$ cat config.mk
export PLATFORM = sky130hd
export DESIGN_NAME = fetch_ifid
export DESIGN_NICKNAME = d
export VERILOG_FILES = /design/src/rtl/fetch_ifid.sv
export SDC_FILE = /design/constraint.sdc
export NUM_CORES = 1
export LEC_CHECK = 0
export CORE_ASPECT_RATIO = 1.75
export CORE_UTILIZATION = 35
export CTS_CLUSTER_DIAMETER = 30
export DETAILED_ROUTE_END_ITERATION = 7
export HOLD_SLACK_MARGIN = 0.02
export PLACE_DENSITY = 0.64
export SKIP_CTS_REPAIR_TIMING = 1
export SKIP_LAST_GASP = 1
export SLEW_MARGIN = 20
export SYNTH_ARGS = -nofsm -noshare
export SYNTH_HDL_FRONTEND = slang
export SYNTH_SLANG_ARGS = --single-unit
$ cat constraint.sdc
create_clock -name clk -period 5.6 [get_ports clk]
set_input_delay 1.68 -clock clk [delete_from_list [all_inputs] [get_ports clk]]
set_output_delay 1.68 -clock clk [all_outputs]
set_load 0.005 [all_outputs]
$ cat src/rtl/fetch_ifid.sv
// Instruction-fetch stage with the IF/ID pipeline register.
// Owns the PC, drives the instruction-memory address, and supports stall, flush and branch redirect.
module fetch_ifid #(
    parameter logic [31:0] RESET_PC = 32'h0000_0000,
    parameter logic [31:0] NOP_WORD = 32'h0000_0000
) (
    input  logic        clk,
    input  logic        rst,
    input  logic        stall,
    input  logic        flush,
    input  logic        branch_taken,
    input  logic [31:0] branch_target,
    output logic [31:0] imem_addr,
    input  logic [31:0] imem_data,
    output logic [31:0] pc,
    output logic [31:0] if_id_inst,
    output logic [31:0] if_id_pc4,
    output logic        if_id_valid,
    output logic [31:0] fetch_count
);

    logic [31:0] pc_q, pc_d;
    logic [31:0] inst_q, inst_d;
    logic [31:0] pc4_q, pc4_d;
    logic        valid_q, valid_d;
    logic [31:0] count_q, count_d;
    logic [31:0] pc4_s;

    assign pc4_s = pc_q + 32'd4;

    // Next-state selection for PC and IF/ID; redirect outranks stall, stall outranks advance.
    always_comb begin
        pc_d    = pc_q;
        inst_d  = inst_q;
        pc4_d   = pc4_q;
        valid_d = valid_q;
        count_d = count_q;

        if (branch_taken) begin
            pc_d = {branch_target[31:2], 2'b00};
        end else if (stall) begin
            pc_d = pc_q;
        end else begin
            pc_d = pc4_s;
        end

        // The word fetched on a redirect or flush edge is wrong-path and must not be captured.
        if (branch_taken || flush) begin
            inst_d  = NOP_WORD;
            pc4_d   = 32'd0;
            valid_d = 1'b0;
        end else if (stall) begin
            inst_d  = inst_q;
            pc4_d   = pc4_q;
            valid_d = valid_q;
        end else begin
            inst_d  = imem_data;
            pc4_d   = pc4_s;
            valid_d = 1'b1;
            count_d = count_q + 32'd1;
        end
    end

    // State registers with synchronous reset.
    always_ff @(posedge clk) begin
        if (rst) begin
            pc_q    <= RESET_PC;
            inst_q  <= NOP_WORD;
            pc4_q   <= 32'd0;
            valid_q <= 1'b0;
            count_q <= 32'd0;
        end else begin
            pc_q    <= pc_d;
            inst_q  <= inst_d;
            pc4_q   <= pc4_d;
            valid_q <= valid_d;
            count_q <= count_d;
        end
    end

    assign imem_addr   = pc_q;
    assign pc          = pc_q;
    assign if_id_inst  = inst_q;
    assign if_id_pc4   = pc4_q;
    assign if_id_valid = valid_q;
    assign fetch_count = count_q;

endmodule

==> impl_results.md, run 1 <==
- Status: finished clean
- Post-synthesis cell type with the largest combined area: dfxtp_1
- Die Y: 174 um
- DR iter-0 viols: 159
- CTS tree: built
- # H-tree levels: 4
- Final Skew: 0.00839 ns
- Routed length on met3: 711 um
- Initial antenna violation count: 0
- CTS Buf Count: 17
- Pleak: 3.03 nW
- Area grow syn2layout: 44.7%
- Power density cells: 255 nW/um^2
- Met1 WL: 6440 um
- Clock slew at reported path FFs: 0.06 ns
- Gr ovfl total: 0
- Gr usage total: 20.6%
- Worst hold slack: 0.463 ns
- DRT Pass-1 Iters: 4
- Share of the clock period used by the worst path: 66.1%
- Simple-gate share of the synthesized area: 22.0%
- Unrepaired setup endpoints after global routing: false
- Largest net degree at the start of global routing: 65
- Die width: 100 um
- DPL Wire Length: 13100 um
- I/O Buffers: 221
- Vias per inst: 4.88
- Register area share after synthesis: 42.4%
- Multiplexer share of the synthesized area: 6.28%
- Kind of critical path: input port to register
- Crit path required time: 5.94 ns
- Final Max Slew Viols: 0
- I/O Pins: 230
- Core footprint: 16400 um^2
- Largest family of logic cells by synthesized area: simple AND/OR/NAND/NOR gates
- Final period demand of the worst path: 3.70 ns
- First-pass GRT wire length: 27400 um
- Vias in the first global route: 5128
- Worst skew pair latency: 0.41 ns
- Relative slew slack: 37.3%
- Critical Path Sink Type: register
- Area share of the largest cell type after synthesis: 42.4%
- Mean post-synth cell area: 8.56 um^2
- HP Class: register to register
- Clock Path Buffers: 2
- Routed wire per std cell: 16.2 um
- Fraction of registers with async set/reset: 0%
- Antenna cells: 0
- Most common cell after layout, fill and taps aside: clkdlybuf4s50_1
- Max IR drop VDD: 185 uV
- Uppermost routed layer: met4
- Largest cells by area after synthesis: dfxtp_1 (42%), xor2_1 (6.7%), nor2_1 (6.6%), mux2i_1 (6.3%), buf_4 (4.8%)
- Starting Density: 35.9%
- Die area: 17400 um^2
- MaxCap Viol Count: 0
- Layout Nets: 932
- Synth Area in Compound Gates: 9.42%
- Worst slew pin tran: 0.932 ns
- Commonest non-fill, non-tap cells in the layout: clkdlybuf4s50_1 (219), dfxtp_1 (125), nor2_1 (104)
- RePlAce Congestion: 0.836
- Fmax: 270 MHz
- Final ANT Viol Nets: 0
- Setup total negative slack: 0 ns
- EDFF count, synth: 0
- Routed WL: 17700 um
- CP startpoint kind: input port
- Synthesized-area fraction occupied by xor and xnor cells: 11.3%
- Total Power: 2.18 mW
- Crit path DAT: 4.04 ns
- Final Util: 51.9%
- Post-Syn Area: 5900 um^2
- Post-Synth Adder-Cell Area: 0.424%
- Final setup viols: 0
- Library cells used by synthesis: 46
- Drt drc: 0
- Detailed-route via count: 5355
- Synthesized flop and latch total: 125
- PnR worst setup slack: 1.90 ns
- WL met2: 10000 um
- Clk root buf: clkbuf_16
- Cell row count: 62
- Yosys warnings: 0
- # clock sinks: 125
- Crit-path max FO: 9
- Post-Synthesis Cells: 689
- Share of cells above drive strength 1: 5.27%
- Pre-CTS setup slack: 1.43 ns
- Hold Fails Final Rpt: 0
- Synth Flop Type: dfxtp_1
==> cell usage after synthesis, types with 2 or more instances <==
| master | n |
|---|---|
| a311oi_1 | 2 |
| and2_1 | 2 |
| nor4_4 | 2 |
| nand4_1 | 27 |
| inv_1 | 5 |
| buf_4 | 38 |
| a211oi_1 | 18 |
| buf_1 | 2 |
| a21oi_1 | 42 |
| nor3_1 | 14 |
| mux2i_1 | 37 |
| buf_2 | 2 |
| nand3_1 | 25 |
| nor4_1 | 7 |
| and3_1 | 7 |
| or4_1 | 3 |
| nor2b_1 | 4 |
| dfxtp_1 | 125 |
| clkbuf_1 | 36 |
| nor2_1 | 104 |
| xnor2_1 | 31 |
| xor2_1 | 45 |
| o21ai_0 | 29 |
| and4_1 | 2 |
| nand2_1 | 49 |
| or3_1 | 10 |
| ha_1 | 2 |
==> layer usage <==
layer | vias up | global-route usage, %
li1 | 2680 | -
met1 | 2496 | 20.3
met2 | 151 | 39.5
met3 | 28 | 4.44
met4 | 0 | 10.0
met5 | - | 0
==> final cells by class <==
class | instances | area (um^2)
flip-flops and latches | 125 | 2500
repair buffers | 228 | 2250
multi-input cells | 482 | 2940
well taps | 224 | 280
clock buffers | 19 | 443
inverters | 7 | 26.3
clock inverters | 12 | 90.1
fillers | 1602 | 7910
==> report_power, final <==
group / total (mW) / internal (mW) / switching, mW / leakage [nW]
sequential: 0.953 / 0.913 / 0.0403 / 1.02
clock: 0.998 / 0.578 / 0.420 / 0.256
combinational: 0.228 / 0.138 / 0.0906 / 1.76
==> sequential cells by signal (all words and copies together), names as in the netlist <==
signal and count:
if_id_inst 32, fetch_count 32, imem_addr 30, if_id_valid 1, if_id_pc4 30
==> cells by family after synthesis <==
logic type	count (synthesis)
simple gates	264
flops	125
compound gates	97
buf+inv	87
xor+xnor	76
mux	37
fa+ha+maj	2
other cells	1
==> path summary, 6_finish.rpt <==
path	startpoint	to	slack, ns	cells after the start
max reg2reg	imem_addr[2]	imem_addr[28]	2.72	6
max	flush	fetch_count[31]	1.90	6
min reg2reg	if_id_pc4[6]	if_id_pc4[6]	0.46	2
min	if_id_pc4[6]	if_id_pc4[6]	0.46	2
==> critical path: stages <==
cell and delay, ns:
clkdlybuf4s50_1 0.48, or4b_4 0.56, nor4_4 0.57, nand4_4 0.21
or3_1 0.38, a21oi_1 0.14
==> through the flow <==
step	instance area, um^2	instances
floorplan	5920	694
CTS	8540	1097
global route	8540	1097
detailed placement	8000	1066
finish	8540	1097
global placement	8000	1066
(Power assumes the default switching activity.)
==> run 2: changes to the inputs <==
--- a/config.mk
+++ b/config.mk
@@ -10,7 +10,7 @@
 export CTS_CLUSTER_DIAMETER = 30
 export DETAILED_ROUTE_END_ITERATION = 7
 export HOLD_SLACK_MARGIN = 0.02
-export PLACE_DENSITY = 0.64
+export PLACE_DENSITY = 0.67
 export SKIP_CTS_REPAIR_TIMING = 1
 export SKIP_LAST_GASP = 1
 export SLEW_MARGIN = 20
==> constraint.sdc (replaced) <==
create_clock -name clk -period 3.2 [get_ports clk]
set_input_delay 0.96 -clock clk [delete_from_list [all_inputs] [get_ports clk]]
set_output_delay 0.96 -clock clk [all_outputs]
set_load 0.005 [all_outputs]
==> run 2 against run 1 <==
Against the previous run: sequential share of layout area shrank 0.57 points; worst hold slack lost 0.0015 ns; sequential cell count is the same; clock skew shrank 0.0021 ns; critical path depth is the same; utilization grew 1.0 points; sequential power grew 75%; non-clock buffer count grew 10; register-to-register slack lost 2.0 ns; first-iteration DRC count grew 31%; highest routed layer unchanged.
==> impl_results.md, run 2 (same netlist as run 1, synthesis figures left out) <==
- Status: finished clean (unchanged)
- Delay-heaviest family, CP: simple AND/OR/NAND/NOR gates (unchanged)
- Clk root buf: clkbuf_16 (unchanged)
- FF-to-FF End: imem_addr[31] (was imem_addr[28])
- Starting Density: 35.9% (unchanged)
- Fmax: 370 MHz
- Crit path required time: 3.55 ns (was 5.94 ns)
- DR iter-0 viols: 208 (was 159)
- Relative slew slack: 50.9% (was 37.3%)
- CTS tree: built (unchanged)
- Worst slew pin tran: 0.731 ns (was 0.932 ns)
- HP Class: register to register (unchanged)
- Final Max Slew Viols: 0 (unchanged)
- Share of cells above drive strength 1: 6.56% (was 5.27%)
- CTS Buf Count: 17 (unchanged)
- Last element of the critical path: fetch_count[26] (was fetch_count[31])
- Die area: 17400 um^2 (unchanged)
- Unrepaired setup endpoints after global routing: false (unchanged)
- Kind of critical path: input port to register (unchanged)
- Cell depth of the worst flop-to-flop path: 5 (was 6)
- DPL Wire Length: 13100 um (about the same)
- Die Y: 174 um (unchanged)
- Clock slew at reported path FFs: 0.06 ns (about the same)
- CP startpoint kind: input port (unchanged)
- Final Skew: 0.00627 ns (was 0.00839 ns)
- PnR worst setup slack: 0.494 ns (was 1.90 ns)
- R2R Path Start: imem_addr[7] (was imem_addr[2])
- Layout Nets: 942 (was 932)
- CP max stage delay: 0.57 ns (about the same)
- Die width: 100 um (unchanged)
- Final setup viols: 0 (unchanged)
- Commonest non-fill, non-tap cells in the layout: clkdlybuf4s50_1 (219), dfxtp_1 (125), nor2_1 (104) (unchanged)
- CP Depth: 6 (unchanged)
- Final ANT Viol Nets: 0 (unchanged)
- Detailed-route via count: 5393 (was 5355)
- Clock Path Buffers: 2 (unchanged)
- # clock sinks: 125 (unchanged)
- DRT Pass-1 Iters: 4 (unchanged)
- Routed wire per std cell: 16.1 um (was 16.2 um)
- Slowest cell on the critical path: or4b_4 (was nor4_4)
- Routed WL: 17900 um (was 17700 um)
- # H-tree levels: 4 (unchanged)
- Worst R2R Setup Slack: 0.69 ns (was 2.72 ns)
- Largest net degree at the start of global routing: 55 (was 65)
- Antenna cells: 0 (unchanged)
- Crit-path max FO: 5 (was 9)
- Max IR drop VDD: 376 uV (was 185 uV)
- I/O Buffers: 221 (unchanged)
- Most common cell after layout, fill and taps aside: clkdlybuf4s50_1 (unchanged)
- Critical Path Sink Type: register (unchanged)
- Footprint of the multi-input gates: 2940 um^2 (unchanged)
- Area grow syn2layout: 47.6% (was 44.7%)
- Worst hold slack: 0.461 ns (was 0.463 ns)
- Final period demand of the worst path: 2.71 ns
- Gr usage total: 21.0% (was 20.6%)
- Initial antenna violation count: 0 (unchanged)
- Share of the clock period used by the worst path: 84.6%
- Gr ovfl total: 0 (unchanged)
- Worst path bufs/invs: 1 (unchanged)
- Vias per inst: 4.87 (was 4.88)
- Power density cells: 470 nW/um^2 (was 255 nW/um^2)
- Setup total negative slack: 0 ns (unchanged)
- Hold Fails Final Rpt: 0 (unchanged)
- Crit path DAT: 3.05 ns (was 4.04 ns)
- Pleak: 3.13 nW (was 3.03 nW)
- I/O Pins: 230 (unchanged)
- Pre-CTS setup slack: 0.0233 ns (was 1.43 ns)
- MaxCap Viol Count: 0 (unchanged)
- Register area: 2500 um^2 (unchanged)
- RePlAce Congestion: 0.873 (was 0.836)
- Drt drc: 0 (unchanged)
- Critical Path Start: branch_taken (was flush)
- Worst skew pair latency: 0.42 ns (was 0.41 ns)
- Cell breakdown of the critical path: clkdlybuf4s50_1, or4b_4, nor3_1, nand4_1, or3_1, a21oi_1 (was clkdlybuf4s50_1, or4b_4, nor4_4, nand4_4, or3_1, a21oi_1)
- Vias in the first global route: 5085 (was 5128)
- Core footprint: 16400 um^2 (unchanged)
- Filler Cell Count: 1587 (was 1602)
- First-pass GRT wire length: 27800 um (was 27400 um)
- Cell row count: 62 (unchanged)
[run 2: layout make-up]
type,instances,area share (%)
clock inverters,15,2.17
well taps,224,3.22
repair buffers,238,26.9
inverters,7,0.302
flip-flops and latches,125,28.7
multi-input cells,482,33.8
clock buffers,17,4.89
[run 2: report_power, final]
| group | leakage, nW | internal (mW) | switching [mW] |
|---|---|---|---|
| Combinational | 1.82 | 0.246 | 0.160 |
| Sequential | 1.02 | 1.60 | 0.0706 |
| Clock | 0.300 | 1.24 | 0.774 |
| Total | 3.13 | 3.08 | 1.01 |
[run 2: through the flow]
| step | instance area (um^2) | power (mW) | cells | utilization, % |
|---|---|---|---|---|
| finish | 8700 | 4.09 | 1108 | 52.9 |
| global route | 8700 | 4.26 | 1108 | 52.9 |
| CTS | 8700 | 4.14 | 1108 | 52.9 |
| detailed placement | 8090 | 2.11 | 1076 | 49.2 |
| global placement | 8090 | 2.11 | 1076 | 49.2 |
| floorplan | 5920 | 1.88 | 694 | - |
[run 2: how the worst min path moves through the flow]
| stage | startpoint | depth (start not counted) | endpoint | slack, ns |
|---|---|---|---|---|
| finish | if_id_pc4[4] | 2 | if_id_pc4[4] | 0.46 |
| global route | if_id_pc4[4] | 2 | if_id_pc4[4] | 0.50 |
| CTS | if_id_pc4[4] | 2 | if_id_pc4[4] | 0.46 |
| detailed placement | if_id_pc4[4] | 2 | if_id_pc4[4] | 0.45 |
| global placement | if_id_pc4[6] | 2 | if_id_pc4[6] | 0.45 |
| floorplan | if_id_pc4[4] | 2 | if_id_pc4[4] | 0.46 |
[run 2: per-layer routing]
layer  GRT usage (%)  part of all wire, %  vias to the layer above
li1                -                    -                     2700
met1            21.7                   38                     2509
met2            39.2                   55                      154
met3            4.76                  4.5                       30
met4            9.42                  2.8                        0
met5               0                    0                        -
[run 2: worst reg2reg max path: cells and delay by family, from the launching register on]
| kind | cells | cell delay, ns |
|---|---|---|
| compound gates | 1 | 0.22 |
| xor+xnor | 1 | 0.11 |
| flops | 1 | 0.52 |
| simple gates | 3 | 1.57 |
==> run 3: changes to the inputs <==
--- a/config.mk
+++ b/config.mk
@@ -10,7 +10,7 @@
 export CTS_CLUSTER_DIAMETER = 30
 export DETAILED_ROUTE_END_ITERATION = 7
 export HOLD_SLACK_MARGIN = 0.02
-export PLACE_DENSITY = 0.67
+export PLACE_DENSITY = 0.64
 export SKIP_CTS_REPAIR_TIMING = 1
 export SKIP_LAST_GASP = 1
 export SLEW_MARGIN = 20
==> constraint.sdc (replaced) <==
create_clock -name clk -period 2.7 [get_ports clk]
set_input_delay 0.81 -clock clk [delete_from_list [all_inputs] [get_ports clk]]
set_output_delay 0.81 -clock clk [all_outputs]
set_load 0.005 [all_outputs]
==> run 3 against run 2 <==
Against the previous run: utilization up 1.4 points; highest routed layer unchanged; clock-buffer cell count up 2; cell count up 2.0%; worst hold slack worse by 0.0017 ns; sequential cell count unchanged; largest power group unchanged; first-iteration DRC count down 29%.
==> impl_results.md, run 3 (same netlist as run 1, synthesis figures left out) <==
- Status: finished clean (unchanged)
- # clock sinks: 125 (unchanged)
- Cell row count: 62 (unchanged)
- Final Skew: 0.00963 ns (was 0.00627 ns)
- Power density cells: 562 nW/um^2 (was 470 nW/um^2)
- Relative slew slack: 61.1% (was 50.9%)
- DRT Pass-1 Iters: 4 (unchanged)
- FF-to-FF End: imem_addr[24] (was imem_addr[31])
- CTS Buf Count: 17 (unchanged)
- Clk root buf: clkbuf_16 (unchanged)
- Area grow syn2layout: 51.6% (was 47.6%)
- RePlAce Congestion: 0.849 (was 0.873)
- Routed WL: 18200 um (was 17900 um)
- Last element of the critical path: fetch_count[31] (was fetch_count[26])
- Hold Path Stages: 2 (unchanged)
- Unrepaired setup endpoints after global routing: false (unchanged)
- # H-tree levels: 4 (unchanged)
- Final Cell Area: 8940 um^2 (was 8700 um^2)
- Pleak: 3.27 nW (was 3.13 nW)
- Fmax: 394 MHz
- Vias per inst: 4.87 (about the same)
- Crit-path max FO: 9 (was 5)
- CP startpoint kind: input port (unchanged)
- I/O Pins: 230 (unchanged)
- Die area: 17400 um^2 (unchanged)
- Final period demand of the worst path: 2.54 ns
- Drt drc: 0 (unchanged)
- Critical Path Sink Type: register (unchanged)
- Pre-CTS setup slack: -0.266 ns (was 0.0233 ns)
- Critical Path Start: branch_taken (unchanged)
- DR iter-0 viols: 147 (was 208)
- Worst skew pair latency: 0.41 ns (was 0.42 ns)
- MaxCap Viol Count: 0 (unchanged)
- Cell depth of the worst flop-to-flop path: 5 (unchanged)
- Hold Fails Final Rpt: 0 (unchanged)
- Final setup viols: 0 (unchanged)
- I/O Buffers: 221 (unchanged)
- Worst hold slack: 0.459 ns (was 0.461 ns)
- Starting Density: 35.9% (unchanged)
- HP Class: register to register (unchanged)
- PnR worst setup slack: 0.163 ns (was 0.494 ns)
- Detailed-route via count: 5501 (was 5393)
- Die Y: 174 um (unchanged)
- Routed wire per std cell: 16.1 um (about the same)
- Gr ovfl total: 0 (unchanged)
- Filler Cell Count: 1594 (was 1587)
- First-pass GRT wire length: 28100 um (was 27800 um)
- Footprint of the multi-input gates: 2940 um^2 (unchanged)
- Commonest non-fill, non-tap cells in the layout: clkdlybuf4s50_1 (219), dfxtp_1 (125), nor2_1 (104) (unchanged)
- Kind of critical path: input port to register (unchanged)
- Worst slew pin tran: 0.584 ns (was 0.731 ns)
- Vias in the first global route: 5234 (was 5085)
- Gr usage total: 21.2% (was 21.0%)
- Final Util: 54.4% (was 52.9%)
- Clock slew at reported path FFs: 0.06 ns (about the same)
- Antenna cells: 0 (unchanged)
- Max IR drop VDD: 400 uV (was 376 uV)
- Clock Path Buffers: 2 (unchanged)
- Final Max Slew Viols: 0 (unchanged)
- Most common cell after layout, fill and taps aside: clkdlybuf4s50_1 (unchanged)
- Die width: 100 um (unchanged)
- DPL Wire Length: 13500 um (was 13100 um)
- R2R Path Start: imem_addr[12] (was imem_addr[7])
- CTS tree: built (unchanged)
- Final ANT Viol Nets: 0 (unchanged)
- DP Area: 8290 um^2 (was 8090 um^2)
- Core footprint: 16400 um^2 (unchanged)
- Crit path required time: 3.03 ns (was 3.55 ns)
- Worst R2R Setup Slack: 0.49 ns (was 0.69 ns)
- Crit path DAT: 2.87 ns (was 3.05 ns)
- Register area: 2500 um^2 (unchanged)
- Share of the clock period used by the worst path: 94.0%
- Initial antenna violation count: 0 (unchanged)
- Layout Nets: 965 (was 942)
- Largest net degree at the start of global routing: 54 (was 55)
- Share of cells above drive strength 1: 8.72% (was 6.56%)
run 3: changes by cell type in the layout (fill, tap and decap cells not counted), sizes merged:
cell / before / now
clkinv: 8 / 3
clkinvlp: 1 / 2
clkbuf: 17 / 19
bufinv: 3 / 5
inv: 10 / 9
buf: 19 / 42
run 3: area by class of cell:
| type | count | share of cell area [%] |
|---|---|---|
| clock buffer | 19 | 4.95 |
| sequential | 125 | 28.0 |
| inverter | 7 | 0.294 |
| timing repair buffer | 261 | 28.4 |
| tap | 224 | 3.14 |
| clock inverter | 12 | 2.34 |
| multi-input combinational | 482 | 32.9 |
run 3: critical path: stages:
cell and delay [ns]:
clkdlybuf4s50_1 0.42, or4b_4 0.57, nor4_4 0.36, nand4_4 0.20, or3_1 0.39, a21oi_1 0.13
run 3: worst min path at each step:
stage	slack [ns]	start	endpoint
global route	0.49	if_id_pc4[3]	if_id_pc4[3]
CTS	0.46	if_id_pc4[4]	if_id_pc4[4]
finish	0.46	if_id_pc4[4]	if_id_pc4[4]
floorplan	0.46	if_id_pc4[4]	if_id_pc4[4]
global placement	0.45	if_id_valid	if_id_valid
detailed placement	0.45	if_id_pc4[4]	if_id_pc4[4]
run 3: per-stage QoR:
step	std cells	total power [mW]	setup TNS (ns)
final	1130	5.02	0
after global routing	1130	5.20	0
after CTS	1130	5.07	0
after detailed placement	1099	2.52	-2.66
after global placement	1099	2.52	-2.07
after floorplan	694	2.23	0
run 3: where the power goes:
part           switching (mW)  internal [mW]  total [mW]
clock                   0.872           1.67        2.54
combinational           0.218          0.307       0.525
sequential             0.0610           1.89        1.95
run 3: per-layer routing:
layer  wire, um  global-route usage, %
met5          0                      0
met2      10200                   40.5
met4        454                   8.27
met1       6870                   21.8
met3        668                   4.31
